[config.mk]
export PLATFORM = sky130hd
export DESIGN_NAME = multi_clock_divider
export DESIGN_NICKNAME = d
export VERILOG_FILES = /design/src/rtl/multi_clock_divider.sv
export SDC_FILE = /design/constraint.sdc
export NUM_CORES = 1
export LEC_CHECK = 0
export CORE_MARGIN = 2
export CORE_UTILIZATION = 66
export CTS_CLUSTER_SIZE = 30
export DETAILED_ROUTE_END_ITERATION = 6
export DONT_BUFFER_PORTS = 1
export PLACE_DENSITY_LB_ADDON = 0.1
export SLEW_MARGIN = 5
export SYNTH_ARGS = -nofsm -noshare
export SYNTH_HDL_FRONTEND = slang
export SYNTH_SLANG_ARGS = --single-unit
[constraint.sdc]
create_clock -name clk -period 4.95 [get_ports clk]
set_input_delay 0.99 -clock clk [delete_from_list [all_inputs] [get_ports clk]]
set_output_delay 0.99 -clock clk [all_outputs]
set_load 0.02 [all_outputs]
[src/rtl/multi_clock_divider.sv]
// Multi-channel programmable clock divider: each channel emits a one-cycle tick
// and a near-50% square wave per period, with shadowed period reload and global sync.
`timescale 1ns/1ps
module multi_clock_divider #(
  parameter int CHANNELS = 4,
  parameter int WIDTH    = 32
) (
  input  logic                      clk,
  input  logic                      rst_n,
  input  logic [CHANNELS-1:0]       en,
  input  logic [CHANNELS*WIDTH-1:0] period,
  input  logic                      sync,
  output logic [CHANNELS-1:0]       tick,
  output logic [CHANNELS-1:0]       sq
);

  localparam logic [WIDTH-1:0] ONE = WIDTH'(1);

  for (genvar i = 0; i < CHANNELS; i++) begin : g_ch
    logic [WIDTH-1:0] cnt;
    logic [WIDTH-1:0] pa;
    logic [WIDTH-1:0] per;
    logic [WIDTH-1:0] high;
    logic [WIDTH:0]   cnt_inc;
    logic             tick_r;
    logic             sq_r;

    assign per     = period[i*WIDTH +: WIDTH];
    // High time of sq is ceil(pa/2), so odd periods lean high.
    assign high    = pa - (pa >> 1);
    assign cnt_inc = {1'b0, cnt} + {1'b0, ONE};

    // pa only follows period when idle, disabled, synced or at wrap, so a
    // running period is never cut short or stretched.
    always_ff @(posedge clk or negedge rst_n) begin
      if (!rst_n) begin
        cnt    <= '0;
        pa     <= '0;
        tick_r <= 1'b0;
        sq_r   <= 1'b0;
      end else if (!en[i]) begin
        cnt    <= '0;
        pa     <= per;
        tick_r <= 1'b0;
        sq_r   <= 1'b0;
      end else if (sync) begin
        cnt    <= '0;
        pa     <= per;
        tick_r <= 1'b0;
        sq_r   <= (per != '0);
      end else if (pa == '0) begin
        cnt    <= '0;
        pa     <= per;
        tick_r <= 1'b0;
        sq_r   <= 1'b0;
      end else if (cnt == pa - ONE) begin
        cnt    <= '0;
        pa     <= per;
        tick_r <= 1'b1;
        sq_r   <= 1'b1;
      end else begin
        cnt    <= cnt_inc[WIDTH-1:0];
        tick_r <= 1'b0;
        sq_r   <= (cnt_inc < {1'b0, high});
      end
    end

    assign tick[i] = tick_r;
    assign sq[i]   = sq_r;
  end

endmodule

Word-level counts from Yosys, hierarchy flattened
Index checks and enable logic that the tools add are counted.
{ "totals": {"ff_bits": 264, "inputBits": 135, "out_inout_bits": 8} }
{ "op_classes": {"order_cmp": 4, "n_reduce_logical": 8, "eq_ne": 8, "n_addsub": 12, "n_mux": 64} }
{ "op_table": {"columns": ["operator", "count"], "rows": [
  ["32-bit two-way mux", 32],
  ["32-bit by 1-bit adder with 33-bit output (second input constant)", 4],
  ["33-bit by 32-bit less-than comparator with 1-bit output", 4],
  ["32-bit == test", 4],
  ["32-bit zero test", 4],
  ["32-bit nonzero test", 4],
  ["32-bit by 1-bit subtractor with 32-bit output (second input constant)", 4],
  ["32-bit by 31-bit subtractor with 32-bit output", 4],
  ["1-bit two-way mux", 32],
  ["4-bit by 1-bit inequality test with 1-bit output (second input constant)", 4]
]} }

Longest topological paths before layout
{ "depth": {"ltp_word": 6, "ltp_mapped": 23, "mapped_depth_nobuf": 23} }

Least setup slack after synthesis
No wires, ideal clock.
{ "synth_timing": {"path_kind": "register to register", "from": "register g_ch[1].pa[0]", "to": "register g_ch[1].sq_r", "setup_ns": 0.127, "required_ns": 4.823, "stages_incl_launch_ff": 23, "arrival_ns": 4.221, "path_slack_ns": 0.602, "path_buffers": 0, "period_less_slack_ns": 4.348, "cell_sequence": "dfrtp_1 inv_1 ha_1 inv_1 fa_1 nand2b_1 a21oi_1 a221oi_2 a221oi_1 o21bai_1 o41ai_1 a211oi_1 o21ai_0 nor3b_1 ha_1 and4_1 nand4_1 nor4_1 o2111ai_1 a211oi_1 nor3_1 o21bai_1 a21oi_1"} }
{ "synth_between": {"elab_chain_len": 6, "elab_cells_between_ends": 9, "classes_between": "add/sub: 2; order compare: 1; eq/ne: 1; mux: 4; reduce/logical: 1"} }
{ "synth_rtl": {"columns": ["element", "line_no", "source"], "rows": [
  ["start: declaration", "21", "logic [WIDTH-1:0] pa;"],
  ["start signal: assignment", "43", "pa <= per;"],
  ["start signal: assignment", "48", "pa <= per;"],
  ["start signal: assignment", "53", "pa <= per;"],
  ["32-bit by 31-bit subtractor with 32-bit output / 32-bit by 1-bit subtractor with 32-bit output (equally long branches)", "30, 56", null],
  ["33-bit by 32-bit less-than comparator with 1-bit output / 32-bit == test (equally long branches)", "64, 56", null],
  ["1-bit two-way mux", "56", "end else if (cnt == pa - ONE) begin"],
  ["1-bit two-way mux (*)", "51", "end else if (pa == '0) begin"],
  ["1-bit two-way mux (*)", "46", "end else if (sync) begin"],
  ["1-bit two-way mux (*)", "41", "end else if (!en[i]) begin"],
  ["end signal: assignment", "50", "sq_r <= (per != '0);"],
  ["end signal: assignment", "64", "sq_r <= (cnt_inc < {1'b0, high});"],
  ["end: declaration", "26", "logic sq_r;"]
]} }
Every way passes the cells marked *; elsewhere a longest branch is shown, timed or not.
A chain may end at the register's enable or synchronous reset.

Worst setup path in the final report
{ "layout_timing": {"from": "register g_ch[1].pa[1]", "to": "register g_ch[1].sq_r"} }
Same word-level chain as after synthesis.

==> results.md <==
- Outcome: completed
- Critical path class: reg2reg
- Placed insts: 3460
- Vias in the first global route: 21840
- Starting DRC count in detailed routing: 1421
- CP Data Arrival Time: 5210 ps
- Final non-filler cell total: 3519
- Largest net degree at the start of global routing: 265
- Cell variety after synth: 89
- Slowest stage delay, CP: 460 ps
- Slowest library cell on the worst path: dfrtp_1
- Fin crit share: 96.04%
- Worst Skew: 16.94 ps
- Core Area: 39820 µm²
- Post-synth top area share: 24.78%
- First-pass GRT wire length: 111900 µm
- GRT Util Overall: 33.07%
- CP Capture Type: flip-flop
- Htree depth: 1
- Mean Syn Cell Area: 9.034 µm²
- CP delay by family, top: compound AO/OA/AOI/OAI gates
- Final hold vios: 0
- Routability cong.: 0.9532
- # diodes: 0
- Layout cells sized above 1: 8.617%
- Mapped Area: 26660 µm²
- Worst-Margin Slew: 965.6 ps
- Clock-pin slew on the worst setup and hold paths: 70 ps
- RR Endpoint: g_ch[1].sq_r
- Synth area leaders: dfrtp_1 (25%), ha_1 (19%), xnor2_1 (9.7%), xor2_1 (3.9%), inv_1 (3.6%)
- Sequential cell area: 6606 µm²
- Initial antenna violation count: 0
- Clock root buffer master: clkbuf_16
- Maximum vdd drop: 0.2937 mV
- Synth async-reset ratio: 100.0%
- Post-synth EDFFs: 0
- Overall Power: 7.534 mW
- Die Y: 205.0 µm
- Max Slew Vio Count: 0
- Site row count: 73
- Hold_ws: 95.72 ps
- Fmax achieved: 0.2104 GHz
- Syn nets: 3486
- DRT Pass-1 Iters: 6
- Multi-input logic area: 18910 µm²
- Port Buffer Count: 0
- Post-synth top area cell: dfrtp_1
- DP HPWL: 55100 µm
- Top FF cell, synth: dfrtp_1
- Pwr dens: 264.6 nW/µm²
- Crit path buf inv count: 2
- CTS tree: yes
- Commonest cells in the synthesized netlist: ha_1 (396), xnor2_1 (294), dfrtp_1 (264), inv_1 (258), nor2_1 (176)
- Wire per inst: 19.92 µm
- Overflow after GRT: 0
- Most common cell in the netlist: ha_1
- Setup ws final: 196.1 ps
- Worst reg2reg path startpoint: g_ch[1].pa[1]
- Fin crit period: 4754 ps
- Clock tree buffer depth: 3
- DRC viols: 0
- Max_cap viols: 0
- Cells after Synth: 2951
- RSZ-0062 raised after global routing: true
- Routed Antenna Nets: 0
- WP data required: 5410 ps
- Leakage power: 13.61 nW
- Filler Cells Inserted: 3067
- Io pins: 143
- Register area share after synthesis: 24.78%
- Final net count: 3505
- Starting Density: 66.95%
- Slew margin rel.: 35.03%
- Die area: 42020 µm²
- Vias: 21820
- Clk_lat worst skew: 600 ps
- Flops & latches, synth: 264
- Horiz. Die Dim: 205.0 µm
- Clock sinks: 264
- Inserted Clock Buffers: 31
- Crit-path cells: ha_1, inv_1, fa_1, nand2b_1, a21oi_1, a221oi_2, a221oi_2, o21bai_1, buf_4, o41ai_4, a211oi_4, nor4_1, nor3b_1, ha_1, and4_1, nand4_1, nor4_4, o2111ai_1, a211oi_1, nor3_1, o21bai_1, a21oi_1
- Min-Delay Path Class: in2async
- R2R Setup Slk: 200 ps
- R2R cell count: 22
- Hold buffer count at CTS: 0
- Yosys warning count: 0
- Drt total wl: 70090 µm
- Crit path max fanout: 5
- Pre-CTS worst setup slack: -135.0 ps
- Core Util, Final: 71.51%
- Drt via density: 6.200
- P&R area growth vs syn: 6.814%
- Crit. Startpoint: g_ch[1].pa[1]
- Startpoint Class: flip-flop
- Final setup vio count: 0
layout by cell type (no fill, tap or decap), types with 70 or more instances in the layout:
cell and count:
and3_1 82, a21oi_1 145, ha_1 396, nor2_1 176, o21ai_0 70, nand2_1 148
dfrtp_1 264, nor2b_1 95, inv_1 258, xnor2_1 294, mux2_2 73, nand3_1 95
xor2_1 118
how the worst max path moves through the flow:
stage | to | slack (ps) | cells past startpoint
after floorplan | g_ch[1].sq_r | 600 | 22
after global placement | g_ch[1].sq_r | 190 | 22
after CTS | g_ch[1].sq_r | 30 | 22
after detailed placement | g_ch[0].sq_r | -130 | 19
final | g_ch[1].sq_r | 200 | 22
after global routing | g_ch[1].sq_r | -40 | 22
cell families (layout without fill, tap and decap cells):
family	count (synthesis)	after routing	share of synthesized area, %
muxes	136	136	6.406
xor gates and xnor gates	413	413	13.62
DFF	264	264	24.78
buffers and inverters	305	348	4.918
and+or+nand+nor	939	939	19.04
adders and majority gates	400	400	18.88
AOI/OAI and AO/OA	494	494	12.35
worst reg2reg max path, stage by stage (launching register included):
cell       delay, ps
dfrtp_1          460
ha_1             240
inv_1             70
fa_1             200
nand2b_1          60
a21oi_1          240
a221oi_2         130
a221oi_2         300
o21bai_1         110
buf_4            160
o41ai_4          330
a211oi_4         130
nor4_1           350
nor3b_1          110
ha_1             300
and4_1           190
nand4_1          180
nor4_4           360
o2111ai_1        160
a211oi_1         260
nor3_1            80
o21bai_1         120
a21oi_1           80
stage by stage:
stage / setup TNS (ps) / instance area (µm²)
6_report: 0 / 28480
3_5_place_dp: -179.7 / 27250
2_1_floorplan: 0 / 26660
3_3_place_gp: 0 / 27250
5_1_grt: -38.53 / 28480
4_1_cts: 0 / 28330
cell type report:
type | count | share of cell area [%]
Tap cell | 525 | 2.307
Clock inverter | 17 | 0.8348
Clock buffer | 40 | 2.948
Inverter | 258 | 3.401
Sequential cell | 264 | 23.20
Multi-Input combinational cell | 2382 | 66.40
Timing Repair Buffer | 33 | 0.9139
per-layer routing:
metal,global-route usage (%),up-vias,part of all wire [%]
li1,-,10470,-
met1,44.52,10550,45
met2,54.25,658,45
met3,5.186,140,6.2
met4,10.95,0,3.4
met5,0,-,0
report_power, final:
group / total [mW] / internal, mW / switching [mW]
sequential: 2.40 / 2.25 / 0.146
clock: 2.45 / 1.46 / 0.986
combinational: 2.69 / 1.17 / 1.52
flip-flops by register name, indices dropped and copies added (netlist names):
register and flops:
g_ch.cnt 128, g_ch.pa 128, g_ch.sq_r 4, g_ch.tick_r 4
what timing repair did:
action                                 CTS  global route
pin swaps                                0             3
endpoints found under the hold margin    0             0
setup buffers                            0             2
setup endpoints to repair                2             4
resized for setup                        2            29
Note: power is estimated with default switching activity, not from simulation.
